`src/rtl/pilot_pkg.sv`:
```
// Shared types, default widths and config validation for the pilot-insertion scheduler.
package pilot_pkg;

  localparam int unsigned DEF_DATA_W     = 32;
  localparam int unsigned DEF_LEN_W      = 13;
  localparam int unsigned DEF_GAP_W      = 8;
  localparam int unsigned DEF_NUM_PILOTS = 4;

  typedef enum logic [1:0] {
    ST_IDLE,
    ST_RUN,
    ST_GAP
  } state_e;

  function automatic logic cfg_ok(input int unsigned len, input int unsigned intv);
    return (len >= 2) && (intv >= 2) && (intv <= len);
  endfunction

endpackage

```
`src/rtl/pilot_table.sv`:
```
// Pilot value register file: one synchronous write port, one asynchronous read port.
module pilot_table #(
  parameter  int unsigned DATA_W     = 32,
  parameter  int unsigned NUM_PILOTS = 4,
  localparam int unsigned PIDX_W     = $clog2(NUM_PILOTS)
) (
  input  logic              clk,
  input  logic              rst_ni,
  input  logic              we_i,
  input  logic [PIDX_W-1:0] waddr_i,
  input  logic [DATA_W-1:0] wdata_i,
  input  logic [PIDX_W-1:0] raddr_i,
  output logic [DATA_W-1:0] rdata_o
);

  logic [DATA_W-1:0] mem_q [NUM_PILOTS];

  always_ff @(posedge clk or negedge rst_ni) begin
    if (!rst_ni) begin
      mem_q <= '{default: '0};
    end else if (we_i) begin
      mem_q[waddr_i] <= wdata_i;
    end
  end

  // Read sees pre-edge contents, so a same-cycle write returns the old value.
  assign rdata_o = mem_q[raddr_i];

endmodule

```
`src/rtl/pilot_scheduler.sv`:
```
// Frame scheduler: emits fixed-length frames with table-driven pilots every N positions and an optional idle gap.
module pilot_scheduler
  import pilot_pkg::*;
#(
  parameter  int unsigned DATA_W     = DEF_DATA_W,
  parameter  int unsigned LEN_W      = DEF_LEN_W,
  parameter  int unsigned NUM_PILOTS = DEF_NUM_PILOTS,
  parameter  int unsigned GAP_W      = DEF_GAP_W,
  localparam int unsigned PIDX_W     = $clog2(NUM_PILOTS)
) (
  input  logic              clk,
  input  logic              rst,
  input  logic              enable,
  input  logic [LEN_W-1:0]  cfg_frame_length,
  input  logic [LEN_W-1:0]  cfg_pilot_interval,
  input  logic [GAP_W-1:0]  cfg_gap_length,
  input  logic              cfg_pilot_we,
  input  logic [PIDX_W-1:0] cfg_pilot_addr,
  input  logic [DATA_W-1:0] cfg_pilot_data,
  input  logic [DATA_W-1:0] s_data,
  input  logic              s_valid,
  output logic              s_ready,
  output logic [DATA_W-1:0] m_data,
  output logic              m_valid,
  input  logic              m_ready,
  output logic              m_pilot,
  output logic              m_sof,
  output logic              m_eof,
  output logic              cfg_error,
  output logic              busy
);

  state_e            state_q, state_d;
  logic [LEN_W-1:0]  len_q, len_d, int_q, int_d;
  logic [LEN_W-1:0]  pos_q, pos_d, cnt_q, cnt_d;
  logic [GAP_W-1:0]  gap_q, gap_d, gcnt_q, gcnt_d;
  logic [PIDX_W-1:0] pidx_q, pidx_d;
  logic              err_q, err_d;
  logic [DATA_W-1:0] mdata_q, mdata_d;
  logic              mvalid_q, mvalid_d, mpilot_q, mpilot_d;
  logic              msof_q, msof_d, meof_q, meof_d;

  logic [DATA_W-1:0] pilot_word;
  logic              cfg_valid, out_free, pilot_slot, fire, last, decide;

  pilot_table #(
    .DATA_W    (DATA_W),
    .NUM_PILOTS(NUM_PILOTS)
  ) u_table (
    .clk    (clk),
    .rst_ni (rst),
    .we_i   (cfg_pilot_we),
    .waddr_i(cfg_pilot_addr),
    .wdata_i(cfg_pilot_data),
    .raddr_i(pidx_q),
    .rdata_o(pilot_word)
  );

  assign cfg_valid  = cfg_ok(32'(cfg_frame_length), 32'(cfg_pilot_interval));
  assign out_free   = !mvalid_q || m_ready;
  // cnt_q counts positions until the next pilot; zero marks a pilot slot.
  assign pilot_slot = (cnt_q == '0);
  assign fire       = (state_q == ST_RUN) && out_free && (pilot_slot || s_valid);
  assign last       = (pos_q == len_q - LEN_W'(1));
  assign s_ready    = (state_q == ST_RUN) && !pilot_slot && out_free;

  always_comb begin
    state_d  = state_q;
    len_d    = len_q;
    int_d    = int_q;
    gap_d    = gap_q;
    pos_d    = pos_q;
    cnt_d    = cnt_q;
    gcnt_d   = gcnt_q;
    pidx_d   = pidx_q;
    err_d    = err_q;
    mdata_d  = mdata_q;
    mvalid_d = mvalid_q;
    mpilot_d = mpilot_q;
    msof_d   = msof_q;
    meof_d   = meof_q;
    decide   = 1'b0;

    if (out_free) mvalid_d = 1'b0;
    if (fire) begin
      mvalid_d = 1'b1;
      mdata_d  = pilot_slot ? pilot_word : s_data;
      mpilot_d = pilot_slot;
      msof_d   = (pos_q == '0);
      meof_d   = last;
    end

    case (state_q)
      ST_IDLE: decide = enable;
      ST_RUN: begin
        if (fire) begin
          pos_d = pos_q + LEN_W'(1);
          if (pilot_slot) begin
            cnt_d  = int_q - LEN_W'(1);
            pidx_d = pidx_q + PIDX_W'(1);
          end else begin
            cnt_d = cnt_q - LEN_W'(1);
          end
          if (last) begin
            if (gap_q != '0) begin
              state_d = ST_GAP;
              gcnt_d  = gap_q;
            end else begin
              decide = 1'b1;
            end
          end
        end
      end
      ST_GAP: begin
        // Gap cycles only count once the eof word has left the output register.
        if (out_free) begin
          if (gcnt_q == GAP_W'(1)) decide = 1'b1;
          else                     gcnt_d = gcnt_q - GAP_W'(1);
        end
      end
      default: state_d = ST_IDLE;
    endcase

    if (decide) begin
      if (enable && cfg_valid) begin
        state_d = ST_RUN;
        len_d   = cfg_frame_length;
        int_d   = cfg_pilot_interval;
        gap_d   = cfg_gap_length;
        pos_d   = '0;
        cnt_d   = '0;
        pidx_d  = '0;
        err_d   = 1'b0;
      end else begin
        state_d = ST_IDLE;
        if (!cfg_valid) err_d = 1'b1;
      end
    end
  end

  always_ff @(posedge clk or negedge rst) begin
    if (!rst) begin
      state_q  <= ST_IDLE;
      len_q    <= '0;
      int_q    <= '0;
      gap_q    <= '0;
      pos_q    <= '0;
      cnt_q    <= '0;
      gcnt_q   <= '0;
      pidx_q   <= '0;
      err_q    <= 1'b0;
      mdata_q  <= '0;
      mvalid_q <= 1'b0;
      mpilot_q <= 1'b0;
      msof_q   <= 1'b0;
      meof_q   <= 1'b0;
    end else begin
      state_q  <= state_d;
      len_q    <= len_d;
      int_q    <= int_d;
      gap_q    <= gap_d;
      pos_q    <= pos_d;
      cnt_q    <= cnt_d;
      gcnt_q   <= gcnt_d;
      pidx_q   <= pidx_d;
      err_q    <= err_d;
      mdata_q  <= mdata_d;
      mvalid_q <= mvalid_d;
      mpilot_q <= mpilot_d;
      msof_q   <= msof_d;
      meof_q   <= meof_d;
    end
  end

  assign m_data    = mdata_q;
  assign m_valid   = mvalid_q;
  assign m_pilot   = mpilot_q;
  assign m_sof     = msof_q;
  assign m_eof     = meof_q;
  assign cfg_error = err_q;
  assign busy      = (state_q != ST_IDLE);

endmodule

```
`config.mk`:
```
export PLATFORM = sky130hd
export DESIGN_NAME = pilot_scheduler
export DESIGN_NICKNAME = d
export VERILOG_FILES = /design/src/rtl/pilot_pkg.sv /design/src/rtl/pilot_table.sv /design/src/rtl/pilot_scheduler.sv
export SDC_FILE = /design/constraint.sdc
export NUM_CORES = 1
export LEC_CHECK = 0
export CAP_MARGIN = 20
export CORE_AREA = 2 2 187 189
export CTS_BUF_LIST = sky130_fd_sc_hd__clkbuf_2
export CTS_CLUSTER_DIAMETER = 30
export CTS_CLUSTER_SIZE = 20
export DETAILED_ROUTE_END_ITERATION = 7
export DIE_AREA = 0 0 189 191
export PLACE_DENSITY = 0.66
export SETUP_SLACK_MARGIN = 0.02
export SLEW_MARGIN = 25
export SYNTH_ARGS = -nofsm -noshare
export SYNTH_HDL_FRONTEND = slang
export SYNTH_SLANG_ARGS = --single-unit
```
`constraint.sdc`:
```
create_clock -name clk -period 4.6 [get_ports clk]
set_clock_uncertainty 0.1 [all_clocks]
set_input_delay 1.38 -clock clk [delete_from_list [all_inputs] [get_ports clk]]
set_output_delay 1.38 -clock clk [all_outputs]
set_load 0.02 [all_outputs]
```
=== Word level (Yosys, flattened, before mapping) ===
Index checks and enable logic that the tools add are counted.

* Register bits after elaboration: 237
* Bits in latches: 0
* Bits in writable memories: 0
* Memory bits (read-only): 0
* Logic and storage cells: 113
* Memories: 0

* Add/subtract/negate cells: 6
* $mul: 0
* Divide/modulo/power cells: 0
* Magnitude comparators: 6
* Equal/unequal tests: 14
* Shift operators: 0
* Multiplexer cells: 43
* Bitwise operators: 2
* Reductions and logical operators: 24

{| class="wikitable"
|+ Operators with widths
! kind !! count
|-
| bitwise mux 128 bit || 1
|-
| 2-to-1 mux 32 bit || 4
|-
| 2-to-1 mux 13 bit || 9
|-
| binary-select mux 32 bit (select 2 bit) || 1
|-
| demux 32 bit (select 2 bit) || 1
|-
| 2-to-1 mux 8 bit || 5
|-
| subtractor 13 x 1 -> 13 bit (second input constant) || 3
|-
| greater-or-equal comparator 13 x 2 -> 1 bit (second input constant) || 2
|-
| logical NOT 13 bit || 2
|-
| 2-to-1 mux 2 bit || 9
|-
| case mux 8 bit (2 select lines) || 1
|-
| adder 13 x 1 -> 13 bit (second input constant) || 1
|-
| == test 13 bit || 1
|-
| <= comparator 13 bit || 1
|-
| 2-to-1 mux 1 bit || 10
|-
| == test 8 x 1 -> 1 bit (second input constant) || 1
|-
| logical AND 1 bit || 8
|-
| inequality test 2 bit (second input constant) || 4
|-
| nonzero test 8 bit || 1
|-
| subtractor 8 x 1 -> 8 bit (second input constant) || 1
|-
| greater-or-equal comparator 3 bit (second input constant) || 2
|-
| inequality test 2 x 1 -> 1 bit (second input constant) || 3
|-
| inequality test 3 bit (second input constant) || 2
|-
| inverter 2 -> 3 bit || 2
|-
| other kinds (15) || 20
|}

=== Depth between registers and ports, before layout ===
* Word-level depth: 8
* Gate-level depth with buffers: 14

=== Cells and area by module ===
A second synthesis with hierarchy kept.

* Cell total of the unflattened synthesis: 985
* Area, all modules: 11,669.9 µm²

{| class="wikitable"
|+ By module, submodules not included
! module !! instances !! cells an instance !! area each (µm²) !! sequential area each (µm²)
|-
| pilot_scheduler || 1 || 674 || 6,165.9 || 2,727.6
|-
| pilot_table || 1 || 311 || 5,504.0 || 3,203.1
|}

=== Worst setup path after synthesis ===
OpenSTA, ideal clock, no wires.

* Path type: input to register
* Start: input port cfg_frame_length[3]
* End: register gap_q[6]
* Library setup time: 127 ps
* Arrival: 3,243 ps
* Required time: 4,373 ps
* Setup slack: 1,130 ps
* Cell stages on the path: 10
* Path buffers: 1
* Path through: inv_1 -> ha_1 -> a21oi_1 -> nor2b_1 -> o31ai_1 -> o211ai_1 -> a21o_1 -> nor2_2 -> buf_4 -> mux2_1

* Longest elaborated chain between the ends: 5
* Elaborated cells on any way between the ends: 6
* Those cells by class: order compare: 2; reduce/logical: 4

{| class="wikitable"
|+ RTL lines
! element !! line !! RTL
|-
| start, declared || pilot_scheduler.sv:14 || <nowiki>input logic [LEN_W-1:0] cfg_frame_length,</nowiki>
|-
| greater-or-equal comparator 13 x 2 -> 1 bit || pilot_pkg.sv:16 || <nowiki>return (len >= 2) && (intv >= 2) && (intv <= len);</nowiki>
|-
| logical AND 1 bit || pilot_pkg.sv:16 ||
|-
| logical AND 1 bit (*) || pilot_pkg.sv:16 ||
|-
| logical AND 1 bit (*) || pilot_scheduler.sv:125 || <nowiki>if (enable && cfg_valid) begin</nowiki>
|-
| AND reduction 2 bit (no line) (*) || -- ||
|-
| end signal, assigned || pilot_scheduler.sv:161 || <nowiki>gap_q <= gap_d;</nowiki>
|-
| end, declared || pilot_scheduler.sv:36 || <nowiki>logic [GAP_W-1:0] gap_q, gap_d, gcnt_q, gcnt_d;</nowiki>
|}

Every way passes the cells marked *; elsewhere a longest branch is shown, timed or not.
A chain may end at the register's enable or synchronous reset.

=== Worst setup path in the final report ===
* Start: input port m_ready
* End: output port s_ready

* Longest elaborated chain between the ends: 2

{| class="wikitable"
|+ RTL lines
! element !! line !! RTL
|-
| start, declared || pilot_scheduler.sv:25 || <nowiki>input logic m_ready,</nowiki>
|-
| logical OR 1 bit || pilot_scheduler.sv:60 || <nowiki>assign out_free = !mvalid_q || m_ready;</nowiki>
|-
| logical AND 1 bit || pilot_scheduler.sv:65 || <nowiki>assign s_ready = (state_q == ST_RUN) && !pilot_slot && out_free;</nowiki>
|-
| end, declared || pilot_scheduler.sv:22 || <nowiki>output logic s_ready,</nowiki>
|}

Every way passes these cells.

==> flow_results.org <==
** Status
- Result of the run :: finished clean

** STA
- For the pin with the worst max-slew slack, the measured transition is 0.856 ns.
- RSZ-0062 raised after global routing :: false
- Hold is met by 0.404 ns.
- Count of final hold-check violations :: 0
- Final sum of negative setup slack :: 0 ns
- Setup violations remaining at the end of the flow were counted as 0.
- The worst pin sits at a relative slew slack of 0.424.
- Clock period minus worst slack :: between 4 and 5 ns
- Final critical-path share of the clock period :: 0.967
- The max-slew violation count is 0.
- Static timing analysis puts the maximum clock frequency at between 200 and 250 MHz.

** Clock tree
- Number of buffers created by CTS :: 54
- Level count of the clock H-tree :: 2
- Clk slew on worst S/H paths :: 0.10 ns
- TritonCTS clock tree :: done
- Worst-Skew Late Latency :: ~0.9 ns
- Post-CTS timing repair inserted 0 buffers for setup.
- Total of hold buffers inserted after clock tree synthesis :: 0
- CTS root buf :: sky130_fd_sc_hd__clkbuf_2
- Sinks on the clock net :: 237
- The clock passes through at most 3 buffers.
- Post-CTS Resized :: 0

** Die
- about 150 I/O pins were placed.
- CORE AREA :: between 30000 and 40000 um^2
- The floorplan step defined a die boundary enclosing roughly 36000 um^2.
- The initial utilization of the core area, before any placement, comes to 0.344.
- Die outline width :: ~190 um
- The die is 191 um tall.
- The floorplan has a little under 70 rows.

** Global routing
- The initial antenna violation count was 1.
- The via count of the first global-routing pass is between 9000 and 10000.
- The first global-routing pass estimated around 48000 um of wire.
- Maximum number of pins on one net before global-route repair :: ~100
- Overall overflow remaining after global route :: 0
- Overall global routing resource usage :: 0.164

** Power
- Power density of the placed cells :: 490 nW/um^2
- P_leak :: approximately 6.0 nW
- IR analysis of the VDD net gives a maximum drop of 0.197 mV.

** Yosys
- Syn_nets :: around 1100
- Summing every instance area after synthesis gives roughly 12000 um^2.
- In the synthesized netlist the async set-or-reset flop fraction comes to 1.00.
- Yosys warnings :: 0
- Number of distinct library cell variants in the gate-level netlist after synthesis :: 66
- Among all flip-flop cells after synthesis, the most frequent one is sky130_fd_sc_hd__dfrtp_1.
- Post-synthesis sequential element count :: approximately 240
- The cell count after synthesis came out at roughly 1000.
- Of the synthesized area, sequential elements account for 0.506.
- A synthesized cell averages 11.5 um^2.
- EDFF count, synth :: 0

** Routing
- Wirelength, routed :: around 30000 um
- After detailed routing, the number of vias per cell comes to between 5 and 6.
- For this block, the via count after detailed routing is roughly 8600.
- Remaining number of nets flagged by the antenna check after routing :: 0
- Drt wl/cell :: approximately 17 um
- In the routed design, unresolved DRC markers number 0.
- The detailed router finished its first iteration with 393 violations.
- Before antenna repair, the detailed router went through 6 iterations.

** Cells and area
- Fraction of final layout cells with drive strength greater than 1 :: 0.252
- Number of nets at the end of the flow :: 1311
- The library cell used most frequently in the layout, excluding fill and tap cells, is sky130_fd_sc_hd__dfrtp_1.
- Relative area change from synthesis to final layout :: 22.9%
- Final core area utilization :: 0.422
- Leaving out fill and tap cells, the most frequent cells in the layout are 236 x sky130_fd_sc_hd__dfrtp_1, 144 x sky130_fd_sc_hd__mux2_2, 143 x sky130_fd_sc_hd__clkdlybuf4s50_1.

** Run
- Across the run, the number of max-cap violations was 0.

** Place
- Summed over all nets, the half-perimeter wirelength after detailed placement is around 19000 um.
- Count of input and output buffers :: 144
- The congestion estimate from routability-driven global placement came to approximately 0.88.

** Critical path
- CP endpoint kind :: output port
- At the worst endpoint, the required time is between 3 and 4 ns.
- STA classifies the critical path startpoint as an input pin.
- Along the worst path, the maximum fanout reaches 2.
- The worst setup path is of the input pin to output port kind.
- Worst EP arrival :: about 3.0 ns

** Hold path
- The path class of the tightest hold or removal check is flop to flop.
## power by group
group	total (W)	internal, W	leakage, nW	switching (W)
logic	0.00227	0.00122	2.78	0.00106
clock network	0.00169	0.000751	0.421	0.000935
registers	0.00310	0.00260	2.84	0.000507
## kinds of logic (layout without fill, tap and decap cells)
kind of cell / count (synthesis) / in the layout / share of synthesized area
adder cells (fa/ha/maj): 19 / 19 / 0.0203
XOR/XNOR: 31 / 31 / 0.0231
AO/OA/AOI/OAI: 161 / 161 / 0.0907
flip-flops: 237 / 237 / 0.506
AND/OR/NAND/NOR: 302 / 302 / 0.121
multiplexers: 186 / 186 / 0.210
other: 0 / 1 / 0
buffers and inverters: 82 / 292 / 0.0286
## layer usage
metal	track usage	vias to the layer above	wire [um]	part of all wire
li1	-	4066	-	-
met1	0.209	4302	12900	0.44
met2	0.273	183	14100	0.48
met3	0.0417	59	1600	0.055
met4	0.0550	0	648	0.022
met5	0	-	0	0
## worst paths after layout
kind	from	to	slack, ns	cells past startpoint
setup / recovery	m_ready	s_ready	0.15	5
hold / removal	m_pilot$_DFFE_PN0P_	m_pilot$_DFFE_PN0P_	0.40	1
setup reg to reg	len_q[5]$_DFFE_PN0P_	int_q[9]$_DFFE_PN0P_	0.83	8
hold reg to reg	m_pilot$_DFFE_PN0P_	m_pilot$_DFFE_PN0P_	0.40	1
max in group asynchronous	rst	m_data[27]$_DFFE_PN0P_	3.06	2
min in group asynchronous	rst	len_q[12]$_DFFE_PN0P_	0.42	1
## cell usage after synthesis (9+ instances only)
cell type,count,share of area
sky130_fd_sc_hd__clkbuf_1,37,0.012
sky130_fd_sc_hd__xnor2_1,21,0.016
sky130_fd_sc_hd__o21ai_0,40,0.017
sky130_fd_sc_hd__inv_1,27,0.0086
sky130_fd_sc_hd__and3_1,9,0.0048
sky130_fd_sc_hd__a21oi_1,27,0.012
sky130_fd_sc_hd__mux2_2,144,0.14
sky130_fd_sc_hd__buf_1,11,0.0035
sky130_fd_sc_hd__a31oi_1,33,0.018
sky130_fd_sc_hd__dfrtp_1,237,0.51
sky130_fd_sc_hd__ha_1,19,0.020
sky130_fd_sc_hd__xor2_1,10,0.0075
sky130_fd_sc_hd__nand3_1,16,0.0068
sky130_fd_sc_hd__mux4_2,32,0.061
sky130_fd_sc_hd__nor2_1,85,0.027
sky130_fd_sc_hd__nor3_1,12,0.0051
sky130_fd_sc_hd__nand4_1,11,0.0059
sky130_fd_sc_hd__nor4_1,18,0.0096
sky130_fd_sc_hd__nand2_1,105,0.034
## sequential cells by signal, summed over array words and instances, names as in the netlist
| name | flops |
|---|---|
| gcnt_q | 8 |
| m_pilot | 1 |
| int_q | 13 |
| u_table.mem_q | 128 |
| cnt_q | 13 |
| m_valid | 1 |
| m_sof | 1 |
| cfg_error | 1 |
| pidx_q | 2 |
| len_q | 13 |
| m_data | 32 |
| m_eof | 1 |
| gap_q | 8 |
| state_q | 2 |
| pos_q | 13 |
## layout make-up
type | instances | area [um^2]
diodes | 1 | 2.50
clock buffers | 61 | 305
clock inverters | 37 | 350
fillers | 3259 | 19700
inverters | 27 | 101
multi-input cells | 699 | 5500
flip-flops and latches | 237 | 5930
well taps | 455 | 569
repair buffers | 167 | 1660
## through the flow
stage	power [W]	std cells	cell area, um^2	setup WS (ns)
after floorplan	0.00463	1018	11700	1.13
after global placement	0.00536	1585	13700	0.0683
after detailed placement	0.00543	1585	13700	0.0913
after CTS	0.00716	1683	14400	0.0408
after global routing	0.00757	1684	14400	0.0200
final	0.00706	1684	14400	0.153
## worst max-delay path, cell delays in order
cell,delay [ns]
sky130_fd_sc_hd__clkdlybuf4s50_1,0.45
sky130_fd_sc_hd__nand2b_1,0.13
sky130_fd_sc_hd__nand2_1,0.12
sky130_fd_sc_hd__nor2_1,0.23
sky130_fd_sc_hd__clkdlybuf4s50_1,0.66
Power figures use the tool's default switching activity.
